$ cat config.mk
export PLATFORM = sky130hd
export DESIGN_NAME = fc_multi_lane_core
export DESIGN_NICKNAME = d
export VERILOG_FILES = /design/src/rtl/fc_pkg.sv /design/src/rtl/fc_multi_lane_core_tree.sv /design/src/rtl/fc_multi_lane_core.sv
export SDC_FILE = /design/constraint.sdc
export NUM_CORES = 1
export LEC_CHECK = 0
export BUFFER_PORTS_ARGS = -buffer_cell sky130_fd_sc_hd__buf_2
export CAP_MARGIN = 40
export CORE_MARGIN = 3
export CORE_UTILIZATION = 35
export DETAILED_ROUTE_END_ITERATION = 8
export GPL_ROUTABILITY_DRIVEN = 0
export PLACE_DENSITY = 0.51
export SYNTH_ARGS = -nofsm -noshare
export SYNTH_HDL_FRONTEND = slang
export SYNTH_HIERARCHICAL = 1
export SYNTH_SLANG_ARGS = --single-unit
export TNS_END_PERCENT = 100
$ cat constraint.sdc
create_clock -name clk -period 4.5 [get_ports clk]
set_clock_uncertainty 0.05 [all_clocks]
set_input_delay 0.45 -clock clk [delete_from_list [all_inputs] [get_ports clk]]
set_output_delay 0.45 -clock clk [all_outputs]
set_load 0.005 [all_outputs]
$ cat src/rtl/fc_pkg.sv
`default_nettype none
// ============================================================================
// Module  : fc_pkg
// Brief   : Shared types and helpers for the multi-lane FC neuron engine:
//           FSM state encoding, ceil-log2 and the output saturation function.
// Revision: 1.0 - initial release
// ============================================================================
package fc_pkg;

   typedef enum logic [1:0] {
      ST_IDLE  = 2'd0,
      ST_ACCUM = 2'd1,
      ST_DRAIN = 2'd2,
      ST_HOLD  = 2'd3
   } fc_state_e;

   // Saturation result: clamp flag plus a value wide enough for any OUT_WIDTH <= 64
   typedef struct packed {
      logic        sat;
      logic [63:0] val;
   } fc_sat_t;

   function automatic int clog2(input int n);
      int r;
      r = 0;
      while ((1 << r) < n) begin
         r = r + 1;
      end
      return r;
   endfunction

   // Clamp a 65-bit signed value to the signed or unsigned out_w-bit range
   function automatic fc_sat_t saturate(input logic signed [64:0] x,
                                        input int                 out_w,
                                        input logic               is_signed);
      logic signed [64:0] hi;
      logic signed [64:0] lo;
      fc_sat_t            r;
      if (is_signed) begin
         hi = (65'sd1 <<< (out_w - 1)) - 65'sd1;
         lo = -(65'sd1 <<< (out_w - 1));
      end else begin
         hi = (65'sd1 <<< out_w) - 65'sd1;
         lo = 65'sd0;
      end
      r.sat = 1'b0;
      r.val = x[63:0];
      if (x > hi) begin
         r.sat = 1'b1;
         r.val = hi[63:0];
      end else if (x < lo) begin
         r.sat = 1'b1;
         r.val = lo[63:0];
      end
      return r;
   endfunction

endpackage
`default_nettype wire

$ cat src/rtl/fc_multi_lane_core_tree.sv
`default_nettype none
// ============================================================================
// Module  : fc_lane_adder_tree
// Brief   : Registered balanced adder tree summing LANES products. Each leaf
//           is sign- or zero-extended to the full sum width before adding.
// Revision: 1.0 - initial release
// ============================================================================
module fc_lane_adder_tree #(
   parameter int PROD_WIDTH = 16,
   parameter int LANES      = 4
) (
   input  logic                                      clk,
   input  logic                                      reset_n,
   input  logic                                      signed_i,
   input  logic [LANES*PROD_WIDTH-1:0]               prod_i,
   output logic [PROD_WIDTH+fc_pkg::clog2(LANES)-1:0] sum_o
);
   import fc_pkg::*;

   localparam int SUM_WIDTH = PROD_WIDTH + clog2(LANES);

   // Heap-ordered tree: node 0 is the root, leaves occupy LANES-1 .. 2*LANES-2
   logic [SUM_WIDTH-1:0] node_w [0:2*LANES-2];
   logic [SUM_WIDTH-1:0] sum_d;
   logic [SUM_WIDTH-1:0] sum_q;

   for (genvar k = 0; k < LANES; k++) begin : g_leaf
      assign node_w[LANES-1+k] = signed_i
         ? SUM_WIDTH'($signed(prod_i[k*PROD_WIDTH +: PROD_WIDTH]))
         : SUM_WIDTH'(prod_i[k*PROD_WIDTH +: PROD_WIDTH]);
   end

   for (genvar i = 0; i < LANES - 1; i++) begin : g_node
      assign node_w[i] = node_w[2*i+1] + node_w[2*i+2];
   end

   // Root of the tree feeds the stage register
   always_comb begin
      sum_d = node_w[0];
   end

   // Stage register holding the lane sum
   always_ff @(posedge clk or negedge reset_n) begin
      if (!reset_n) begin
         sum_q <= '0;
      end else begin
         sum_q <= sum_d;
      end
   end

   assign sum_o = sum_q;

endmodule
`default_nettype wire

$ cat src/rtl/fc_multi_lane_core.sv
`default_nettype none
// ============================================================================
// Module  : fc_multi_lane_core
// Brief   : Multi-lane fully connected neuron engine. Per beat, LANES products
//           are registered, tree-summed, and accumulated onto a bias; the last
//           beat triggers shift/ReLU/saturate and a valid/ready handoff.
// Revision: 1.0 - initial release
// ============================================================================
module fc_multi_lane_core #(
   parameter int IN_DATA_WIDTH = 8,
   parameter int LANES         = 4,
   parameter int ACC_WIDTH     = 32,
   parameter int OUT_WIDTH     = 16,
   parameter int OUT_SHIFT     = 0
) (
   input  logic                             clk,
   input  logic                             reset_n,
   input  logic                             run_i,
   input  logic [ACC_WIDTH-1:0]             bias_i,
   input  logic                             signed_i,
   input  logic                             relu_i,
   input  logic                             valid_i,
   input  logic                             last_i,
   output logic                             in_ready_o,
   input  logic [LANES*IN_DATA_WIDTH-1:0]   node_i,
   input  logic [LANES*IN_DATA_WIDTH-1:0]   weight_i,
   output logic                             valid_o,
   input  logic                             ready_i,
   output logic [OUT_WIDTH-1:0]             result_o,
   output logic                             sat_o,
   output logic                             busy_o
);
   import fc_pkg::*;

   localparam int PW = 2 * IN_DATA_WIDTH;
   localparam int SW = PW + clog2(LANES);

   fc_state_e              state_q, state_d;
   logic [LANES*PW-1:0]    prod_q, prod_d;
   logic                   s1_vld_q, s1_vld_d, s1_last_q, s1_last_d;
   logic                   s2_vld_q, s2_vld_d, s2_last_q, s2_last_d;
   logic                   s3_last_q, s3_last_d;
   logic [ACC_WIDTH-1:0]   acc_q, acc_d;
   logic                   signed_q, signed_d, relu_q, relu_d;
   logic [OUT_WIDTH-1:0]   result_q, result_d;
   logic                   sat_q, sat_d, valid_q, valid_d;
   logic                   in_ready_q, in_ready_d, busy_q, busy_d;

   logic                   accept_w;
   logic                   mult_signed_w;
   logic [SW-1:0]          sum_w;
   logic [ACC_WIDTH-1:0]   sum_ext_w;
   logic signed [64:0]     acc_ext_w;
   logic signed [64:0]     shifted_w;
   fc_sat_t                sres_w;
   logic [OUT_WIDTH-1:0]   pp_result_w;
   logic                   pp_sat_w;
   logic                   unused_sat_hi;

   // A beat issued together with run_i belongs to the new neuron, so it is
   // accepted and multiplied in the mode being loaded on this same edge.
   assign accept_w      = valid_i & (run_i | in_ready_q);
   assign mult_signed_w = run_i ? signed_i : signed_q;

   // S1: per-lane products, signed or unsigned according to the active mode
   always_comb begin
      prod_d = '0;
      for (int k = 0; k < LANES; k++) begin
         if (mult_signed_w) begin
            prod_d[k*PW +: PW] = PW'($signed(node_i[k*IN_DATA_WIDTH +: IN_DATA_WIDTH]))
                               * PW'($signed(weight_i[k*IN_DATA_WIDTH +: IN_DATA_WIDTH]));
         end else begin
            prod_d[k*PW +: PW] = PW'(node_i[k*IN_DATA_WIDTH +: IN_DATA_WIDTH])
                               * PW'(weight_i[k*IN_DATA_WIDTH +: IN_DATA_WIDTH]);
         end
      end
   end

   fc_lane_adder_tree #(
      .PROD_WIDTH (PW),
      .LANES      (LANES)
   ) u_tree (
      .clk      (clk),
      .reset_n  (reset_n),
      .signed_i (signed_q),
      .prod_i   (prod_q),
      .sum_o    (sum_w)
   );

   assign sum_ext_w = signed_q ? ACC_WIDTH'($signed(sum_w)) : ACC_WIDTH'(sum_w);

   // Post-processing: shift, ReLU, then clamp to the output range
   always_comb begin
      acc_ext_w   = signed_q ? 65'($signed(acc_q)) : 65'(acc_q);
      shifted_w   = acc_ext_w >>> OUT_SHIFT;
      sres_w      = saturate(shifted_w, OUT_WIDTH, signed_q);
      pp_result_w = sres_w.val[OUT_WIDTH-1:0];
      pp_sat_w    = sres_w.sat;
      if (relu_q && (shifted_w < 65'sd0)) begin
         pp_result_w = '0;
         pp_sat_w    = 1'b0;
      end
   end

   assign unused_sat_hi = ^sres_w.val[63:OUT_WIDTH];

   // Next-state: pipeline valids, accumulator, mode capture, FSM and output reg.
   // run_i flushes in-flight beats and drops any held result.
   always_comb begin
      s1_vld_d  = accept_w;
      s1_last_d = accept_w & last_i;
      s2_vld_d  = s1_vld_q & ~run_i;
      s2_last_d = s1_last_q;
      s3_last_d = s2_vld_q & s2_last_q & ~run_i;

      acc_d = acc_q;
      if (run_i) begin
         acc_d = bias_i;
      end else if (s2_vld_q) begin
         acc_d = acc_q + sum_ext_w;
      end

      signed_d = run_i ? signed_i : signed_q;
      relu_d   = run_i ? relu_i   : relu_q;

      state_d = state_q;
      if (run_i) begin
         state_d = (accept_w && last_i) ? ST_DRAIN : ST_ACCUM;
      end else begin
         unique case (state_q)
            ST_IDLE:  state_d = ST_IDLE;
            ST_ACCUM: if (accept_w && last_i) state_d = ST_DRAIN;
            ST_DRAIN: if (s3_last_q)          state_d = ST_HOLD;
            ST_HOLD:  if (ready_i)            state_d = ST_IDLE;
            default:  state_d = ST_IDLE;
         endcase
      end

      result_d = result_q;
      sat_d    = sat_q;
      valid_d  = valid_q;
      if (run_i) begin
         valid_d = 1'b0;
      end else if (s3_last_q) begin
         result_d = pp_result_w;
         sat_d    = pp_sat_w;
         valid_d  = 1'b1;
      end else if (valid_q && ready_i) begin
         valid_d = 1'b0;
      end

      in_ready_d = (state_d == ST_ACCUM);
      busy_d     = (state_d != ST_IDLE);
   end

   // Single register bank: FSM state, its registered outputs and the datapath
   always_ff @(posedge clk or negedge reset_n) begin
      if (!reset_n) begin
         state_q    <= ST_IDLE;
         prod_q     <= '0;
         s1_vld_q   <= 1'b0;
         s1_last_q  <= 1'b0;
         s2_vld_q   <= 1'b0;
         s2_last_q  <= 1'b0;
         s3_last_q  <= 1'b0;
         acc_q      <= '0;
         signed_q   <= 1'b0;
         relu_q     <= 1'b0;
         result_q   <= '0;
         sat_q      <= 1'b0;
         valid_q    <= 1'b0;
         in_ready_q <= 1'b0;
         busy_q     <= 1'b0;
      end else begin
         state_q    <= state_d;
         prod_q     <= prod_d;
         s1_vld_q   <= s1_vld_d;
         s1_last_q  <= s1_last_d;
         s2_vld_q   <= s2_vld_d;
         s2_last_q  <= s2_last_d;
         s3_last_q  <= s3_last_d;
         acc_q      <= acc_d;
         signed_q   <= signed_d;
         relu_q     <= relu_d;
         result_q   <= result_d;
         sat_q      <= sat_d;
         valid_q    <= valid_d;
         in_ready_q <= in_ready_d;
         busy_q     <= busy_d;
      end
   end

   assign in_ready_o = in_ready_q;
   assign valid_o    = valid_q;
   assign result_o   = result_q;
   assign sat_o      = sat_q;
   assign busy_o     = busy_q;

endmodule
`default_nettype wire

; ---- Word level (Yosys, flattened, before mapping)
; Index checks and enable logic that the tools add are counted.
[totals]
register_bits = 143
in_bits = 104
out_inout_bits = 20
elab_cells = 78
[op_classes]
add_sub_neg = 4
multipliers = 8
n_lt_le_gt_ge = 3
n_eq_ne = 4
n_mux = 28
bitwise_logic = 7
n_reduce_logical = 8
[op_table]
columns = op, count
row1 = $mux 65, 4
row2 = $mul 8x8->16, 8
row3 = $mux 16, 6
row4 = $mux 32, 3
row5 = $mux 18, 4
row6 = $gt 65x65->1, 1
row7 = $lt 65x1->1 const B, 1
row8 = $lt 65x65->1, 1
row9 = $add 18x18->18, 3
row10 = $add 32x32->32, 1
row11 = $mux 2, 5
row12 = $pmux 2 s4, 1
row13 = $and 1x1->1, 5
row14 = $mux 1, 5
row15 = $eq 2x1->1 const B, 2
row16 = $eq 2x2->1 const B, 2
row17 = $reduce_bool 2->1, 2
row18 = $logic_and 1x1->1, 3
row19 = $reduce_bool 3->1, 1
row20 = $logic_not 2->1, 1
row21 = $reduce_and 2->1, 1
row22 = $not 1->1, 1
row23 = $or 1x1->1, 1

; ---- Logic depth before layout (Yosys ltp)
; Gate-level depths: netlist (run 1).
[depth]
depth_word = 7
mapped_depth = 25
mapped_depth_nobuf = 24

; ---- Hierarchy
; Netlist (run 1), hierarchy kept.
[by_module_without_submodules]
columns = module, instances, cells_per_inst, area_each_um2, seq_area_each_um2
row1 = fc_multi_lane_core, 1, 2530, 22545.4, 3128.0
row2 = fc_lane_adder_tree, 1, 270, 2414.8, 450.4

; ---- Least setup slack after synthesis (run 1)
; Ideal clock, no wire load.
[synth_path]
kind = in2reg
start = input port weight_i[7]
end = register prod_q[14]
t_arrival_ns = 4.665
t_required_ns = 4.315
path_slack_ns = -0.350
cell_stages = 20
n_path_buf = 1
path_cell_list = clkbuf_1 clkinv_1 fa_1 fa_1 inv_1 fa_1 inv_1 fa_1 inv_1 ha_1 o21ai_0 a21boi_0 o21ai_0 a21boi_0 o21ai_0 nand2b_1 a21o_1 a21oi_1 xor2_1 o21ai_0
[synth_between]
elab_chain_len = 2
[synth_rtl]
columns = element, line
row1 = "start, declared", fc_multi_lane_core.sv:26  ; input logic [LANES*IN_DATA_WIDTH-1:0] weight_i,
row2 = $mul 8x8->16 (on tied branches), "fc_multi_lane_core.sv:74, fc_multi_lane_core.sv:71"
row3 = $mux 16 *, fc_multi_lane_core.sv:69  ; if (mult_signed_w) begin
row4 = named net prod_d[14], fc_multi_lane_core.sv:39  ; logic [LANES*PW-1:0] prod_q, prod_d;
row5 = "end signal, assigned", fc_multi_lane_core.sv:176  ; prod_q <= prod_d;
row6 = "end, declared", fc_multi_lane_core.sv:39
; The timed path passes the listed nets; every way through them passes the cells marked *.
; A chain may end at the register's enable or synchronous reset.

; ---- Worst setup path after layout (run 1)
[layout_path]
start = input port node_i[10]
end = register prod_q[31]
[layout_between]
elab_chain_len = 2
[layout_rtl]
columns = element, line
row1 = "start, declared", fc_multi_lane_core.sv:25  ; input logic [LANES*IN_DATA_WIDTH-1:0] node_i,
row2 = $mul 8x8->16 (on tied branches), "fc_multi_lane_core.sv:74, fc_multi_lane_core.sv:71"
row3 = $mux 16 *, fc_multi_lane_core.sv:69
row4 = named net prod_d[31], fc_multi_lane_core.sv:39
; Marks and branches as above.

==> results.json, run 1 <==
{
  "status": "finished, final reports clean",
  "clock.fmax_mhz": 230,
  "worstPathArrival_ns": 4.61,
  "cts_tree": "yes",
  "slew_headroom": 0.409,
  "crit_chain": "buf_8 > buf_6 > and2_4 > fa_2 > buf_6 > fa_1 > fa_1 > inv_1 > fa_1 > inv_2 > ha_4 > o21ai_4 > a21oi_2 > o21ai_2 > a21oi_2 > o21ai_2 > a21boi_2 > o21a_1 > o41a_1 > xnor2_1 > a21oi_1",
  "grt_overflow": 0,
  "cpMaxStageDelayCell": "fa_1",
  "p_comb_frac": 0.826,
  "synth_area_leaders": "fa_1 30%, ha_1 15%, dfrtp_1 14%",
  "die_area_um2": 74600,
  "cts_buffers": 17,
  "cp.required_ns": 4.76,
  "switching_share": 0.488,
  "drive_gt1_frac": 0.201,
  "synth_edf_count": 0,
  "antenna_found_initial": 2,
  "crit_buf_inv": 5,
  "vias": 19173,
  "worst_path_dominant_cell_family": "adder cells",
  "avgSynthCellArea_um2": 8.91,
  "setup_viol": 0,
  "worst_pin_slew_ns": 0.883,
  "syn_area_um2": 25000,
  "end_kind": "register",
  "grt_pass1_wl_mm": 101,
  "htree_num_levels": 4,
  "fin_crit_ns": 4.36,
  "drt_first_pass_iters": 5,
  "detail-route-antenna-nets": 0,
  "reg2reg_from": "prod_q[14]$_DFF_PN0_",
  "hold_ws_ns": 0.153,
  "clock-sinks": 143,
  "final-seq-area_um2": 3580,
  "drt-total-wl_mm": 59.4,
  "grtUsageTotal": 0.164,
  "core_um2": 70400,
  "power_density_nw_per_um2": 671,
  "synth_top_area_share": 0.301,
  "min_from": "bias_i[22]",
  "grt_pass1_vias": 20625,
  "drt_iter0_drc": 833,
  "timing_hold_violations_final": 0,
  "period_share": 0.968,
  "root_buffer": "clkbuf_16",
  "io_buffers": 123,
  "ys_async_sr_fraction": 1.00,
  "syn_nets": 3579,
  "synth_cell_types": 77,
  "initial_core_util": 0.355,
  "drc": 0,
  "synth_top_cell_by_area": "fa_1",
  "slowest_delay_ns": 0.54,
  "yosysMostFrequentCell": "inv_1",
  "crit_top_cell": "fa_1",
  "grt_start_max_net_pins": 77,
  "ys.warnings.count": 6,
  "post_drt_wl_per_cell_um": 14.3,
  "critPathKind": "in2reg",
  "cp_max_fo": 4,
  "synthFlopType": "dfrtp_1",
  "pwr-share-seq": 0.105,
  "synthCells": 2800,
  "finalMaxSlewViolations": 0,
  "path_clk_slew_ns": 0.07,
  "p_clk_frac": 0.069,
  "max-vdd-ir-drop_mv": 0.738,
  "ys_ff_latch": 143,
  "start_kind": "input pin",
  "drv_cap": 0,
  "synth_xor_area_frac": 0.0500,
  "placementRows": 97,
  "num_io_pins": 124,
  "multi_input_area_um2": 19000,
  "synth-adder-area-share": 0.451,
  "cellLeakagePower_uw": 0.0159,
  "avgViaCountPerCell": 4.62,
  "worst_slack_ns": 0.143,
  "fp.dieW_um": 273,
  "intPower_uw": 10400,
  "nFillCells": 7099,
  "synth_simple_gate_area_frac": 0.120,
  "pre_cts_slack_ns": -0.533,
  "synth_top_family_by_area": "adder cells",
  "clock_latency_ns": 0.45,
  "synth_common_cells": "738 x inv_1, 375 x fa_1, 300 x ha_1, 219 x nand2_1, 155 x and2_1",
  "synth.mux.area_fraction": 0.00887,
  "timing.critical_path.from": "node_i[10]",
  "grt_setup_unrepaired": "true",
  "syn_to_final_growth_pct": 21.2,
  "clock_path_buffers": 2,
  "ys_seq_area_frac": 0.143,
  "num-nets-final": 3978,
  "hold_path.class": "in2reg",
  "p_switching_uw": 9900,
  "post-dp-hpwl_mm": 51.5,
  "synth_compound_area_frac": 0.106,
  "die_h_um": 273
}
==> worst reg2reg max path, stage by stage (launching register included) <==
cell	delay (ns)
dfrtp_1	0.37
inv_1	0.07
fa_1	0.49
fa_1	0.52
inv_1	0.04
ha_1	0.51
nand3_1	0.20
or3_1	0.37
a211oi_1	0.38
or3_1	0.18
nand3_1	0.09
==> kinds of logic after synthesis <==
kind of cell | after synthesis
flip-flops | 143
AND/OR/NAND/NOR | 606
XOR/XNOR | 141
AO/OA/AOI/OAI | 410
multiplexers | 22
adder cells (fa/ha/maj) | 675
buffers and inverters | 803
==> through the flow <==
| stage | power [µW] | TNS (ns) | util | instance area (µm²) | std cells |
|---|---|---|---|---|---|
| 3_5_place_dp | 18300 | -7.76 | 0.412 | 29000 | 4107 |
| 3_3_place_gp | 18100 | -6.70 | 0.412 | 29000 | 4106 |
| 6_report | 20300 | 0 | 0.430 | 30200 | 4154 |
| 4_1_cts | 19900 | 0 | 0.421 | 29600 | 4140 |
| 2_1_floorplan | 13700 | -0.0586 | - | 25200 | 2800 |
| 5_1_grt | 22800 | -0.327 | 0.430 | 30200 | 4154 |
==> cells in the final DEF, fill, tap and decap left out, types with 17 or more instances in the layout <==
cell,netlist,routed
a21oi_1,129,97
nand3_1,18,18
xor2_1,46,45
nor2_1,104,104
a21oi_2,3,35
buf_2,4,101
a21o_1,38,38
fa_2,0,17
dfrtp_1,143,142
inv_1,738,721
fa_1,375,358
xnor2_1,94,94
o21ai_0,79,58
o21bai_1,21,19
inv_2,1,18
buf_4,0,317
and2_1,155,139
mux2i_1,21,21
ha_1,300,278
o21ai_2,3,17
nand2b_1,25,25
clkbuf_16,0,17
ha_4,0,18
nand2_1,219,213
o21ai_1,31,37
==> power groups by stage <==
stage | Combinational, µW | Sequential, µW | Clock, µW
6_report | 16800 | 2140 | 1390
5_1_grt | 19100 | 2190 | 1500
4_1_cts | 16300 | 2140 | 1440
3_5_place_dp | 16200 | 2160 | 0
3_3_place_gp | 16000 | 2160 | 0
2_1_floorplan | 11600 | 2050 | 0
==> area by class of cell <==
class / count / share of cell area
multi-input combinational: 1854 / 0.628
sequential: 143 / 0.118
timing repair buffer: 440 / 0.103
inverter: 743 / 0.0925
tap: 940 / 0.0389
clock buffer: 18 / 0.0142
clock inverter: 14 / 0.00476
antenna: 2 / 0.000165
==> flip-flops by register name, indices dropped and copies added (netlist names), 2 cells and up <==
name and flops:
result_o 16, u_tree/sum_o 18, prod_q 64, acc_q 32, state_q 2
==> routing by layer <==
metal,routed length [µm],GRT usage
met5,0,0
met4,733,0.0299
met3,1710,0.0169
met2,29700,0.290
met1,27200,0.220
==> repair_timing <==
item,4_1_cts,5_1_grt
endpoints found under the setup margin,3,18
resized for setup,2,165
hold endpoints to repair,68,0
hold buffers,1,0
pin swaps,1,121
setup buffers,0,12
==> final timing paths <==
check / to / slack (ns) / cells after the start
worst min register to register: s2_last_q$_DFF_PN0_ / 0.32 / 0
worst max-delay path: prod_q[31]$_DFF_PN0_ / 0.14 / 21
min in group asynchronous: result_o[1]$_DFFE_PN0P_ / 0.53 / 2
max in group asynchronous: prod_q[16]$_DFF_PN0_ / 2.90 / 3
worst min-delay path: acc_q[22]$_DFFE_PN0P_ / 0.15 / 3
worst max register to register: u_tree/sum_o[17]$_DFF_PN0_ / 1.10 / 10
No activity file was read; power rests on OpenSTA's default activity.
==> run 2, diff against run 1 <==
--- a/config.mk
+++ b/config.mk
@@ -8,10 +8,10 @@
 export BUFFER_PORTS_ARGS = -buffer_cell sky130_fd_sc_hd__buf_2
 export CAP_MARGIN = 40
 export CORE_MARGIN = 3
-export CORE_UTILIZATION = 35
+export CORE_UTILIZATION = 25
 export DETAILED_ROUTE_END_ITERATION = 8
-export GPL_ROUTABILITY_DRIVEN = 0
-export PLACE_DENSITY = 0.51
+export GPL_TIMING_DRIVEN = 0
+export PLACE_DENSITY = 0.4
 export SYNTH_ARGS = -nofsm -noshare
 export SYNTH_HDL_FRONTEND = slang
 export SYNTH_HIERARCHICAL = 1
==> run 2 against run 1 <==
Against the previous run: sequential power barely moved; critical path depth down 1; worst hold slack got worse by 0.0076 ns; non-clock buffer count decreased by 243; worst setup slack lost 0.029 ns; count of clock-buffer cells in the layout unchanged.
==> results.json, run 2 (same netlist as run 1, synthesis figures left out) <==
{
  "grtUsageTotal": 0.132,
  "setup_viol": 0,
  "slew_headroom": 0.440,
  "clock-sinks": 143,
  "clock.fmax_mhz": 228,
  "start_kind": "input pin",
  "cellLeakagePower_uw": 0.0149,
  "num-nets-final": 3735,
  "root_buffer": "clkbuf_16",
  "antenna_found_initial": 3,
  "placementRows": 115,
  "gp_congestion": 0.791,
  "period_share": 0.975,
  "timing_hold_violations_final": 0,
  "path_clk_slew_ns": 0.07,
  "die_area_um2": 104000,
  "final_util": 0.298,
  "end_kind": "register",
  "crit_buf_inv": 5,
  "crit_top_cell": "fa_1",
  "drt_iter0_drc": 656,
  "core_um2": 98700,
  "worstPathArrival_ns": 4.67,
  "fin_crit_ns": 4.39,
  "post_drt_wl_per_cell_um": 15.5,
  "fp.dieW_um": 322,
  "power_density_nw_per_um2": 676,
  "crit_chain": "buf_8 > and2_4 > inv_1 > fa_1 > fa_1 > inv_1 > fa_1 > inv_1 > fa_1 > inv_2 > ha_4 > o21a_1 > a21boi_2 > o21ai_1 > nand2b_1 > a21o_1 > a21oi_2 > o21ai_2 > xnor2_2 > a21oi_2",
  "htree_num_levels": 4,
  "max-vdd-ir-drop_mv": 0.632,
  "syn_to_final_growth_pct": 17.9,
  "drt_first_pass_iters": 4,
  "drive_gt1_frac": 0.144,
  "num_io_pins": 124,
  "clock_path_buffers": 2,
  "cp_max_fo": 9,
  "hold_path.class": "in2reg",
  "cpMaxStageDelayCell": "fa_1",
  "layout_common_cells": "715 x inv_1, 359 x fa_1, 274 x ha_1, 199 x nand2_1, 143 x dfrtp_1",
  "regMostFlops": "prod_q",
  "cts_tree": "yes",
  "worst_pin_slew_ns": 0.840,
  "grt_pass1_wl_mm": 108,
  "critPathKind": "in2reg",
  "largest_register_ffs": 64,
  "drv_cap": 0,
  "post-dp-hpwl_mm": 57.3,
  "status": "finished, final reports clean",
  "clock_latency_ns": 0.46,
  "cts_buffers": 17,
  "io_buffers": 99,
  "slowest_delay_ns": 0.55,
  "drt-total-wl_mm": 66.0,
  "avgViaCountPerCell": 4.23,
  "vias": 18008,
  "grt_overflow": 0,
  "drc": 0,
  "cp.required_ns": 4.78,
  "grt_start_max_net_pins": 63,
  "worst_path_dominant_cell_family": "adder cells",
  "grt_pass1_vias": 19713,
  "die_h_um": 322,
  "final_common_cell": "inv_1",
  "total_power_uw": 19900,
  "detail-route-antenna-nets": 0,
  "initial_core_util": 0.253,
  "finalMaxSlewViolations": 0
}
[run 2: cell count changes in the layout (fill, tap and decap cells not counted), sizes merged]
cell      delta
bufinv       +1
clkbuf      +38
clkinvlp     -1
diode        -1
clkinv       -5
buf        -281
inv          +5
[run 2: timing repair]
action,4_1_cts,5_1_grt
setup endpoints to repair,12,15
resized for setup,85,242
pin swaps,34,146
cloned,0,1
hold buffers,1,0
buffers inserted,8,20
hold endpoints to repair,30,0
[run 2: per-layer routing]
metal / wire [µm] / vias up / share of wire / GRT usage
met5: 0 / - / 0 / 0
met4: 959 / 0 / 0.015 / 0.0245
met3: 1100 / 39 / 0.017 / 0.0126
met2: 32300 / 157 / 0.49 / 0.229
li1: - / 8937 / - / -
met1: 31700 / 8875 / 0.48 / 0.180
[run 2: report_power, final]
group | internal, µW | switching [µW] | total, µW
Sequential | 1870 | 253 | 2120
Combinational | 7050 | 9250 | 16300
Clock | 793 | 675 | 1470
Total | 9710 | 10200 | 19900
[run 2: final timing paths]
check / start / endpoint / slack, ns / depth (start not counted)
setup / recovery: node_i[18] / prod_q[47]$_DFF_PN0_ / 0.11 / 20
hold / removal: bias_i[28] / acc_q[28]$_DFFE_PN0P_ / 0.15 / 3
setup reg to reg: signed_q$_DFF_PN0_ / result_o[10]$_DFFE_PN0P_ / 0.54 / 15
hold reg to reg: s1_last_q$_DFF_PN0_ / s2_last_q$_DFF_PN0_ / 0.30 / 0
max in group asynchronous: reset_n / prod_q[46]$_DFF_PN0_ / 3.07 / 4
min in group asynchronous: reset_n / result_o[0]$_DFFE_PN0P_ / 0.39 / 2
[run 2: layout make-up]
class	count	area (µm²)
clock buffers	18	429
well taps	1287	1610
repair buffers	137	1080
multi-input cells	1854	19300
diodes	1	2.50
inverters	743	2820
clock inverters	14	161
plain buffers	60	432
flip-flops and latches	143	3580
fillers	10694	69300
[run 2: per-stage QoR]
stage	hold slack [ns]	instances	instance area [µm²]	setup slack [ns]	setup TNS (ns)
final	0.146	4257	29400	0.113	0
after floorplan	0.104	2800	25200	-0.0303	-0.0586
after CTS	0.115	4235	28400	-0.0411	-0.0411
after detailed placement	0.286	4194	27500	-0.978	-11.55
after global routing	0.124	4257	29400	-0.0423	-0.137
after global placement	0.285	4186	27400	-1.03	-12.24
[run 2: worst register-to-register path, stage by stage (launching register included)]
cell and delay, ns:
dfrtp_1 0.71, inv_1 0.53, ha_1 0.43, nor2b_1 0.13, o21a_1 0.16, o21a_1 0.17, o21ai_1 0.12, nand2b_1 0.07
a21oi_1 0.15, o21ai_1 0.08, a21oi_1 0.20, o21ai_1 0.19, and3b_1 0.22, buf_2 0.16, buf_2 0.19, a221o_1 0.31
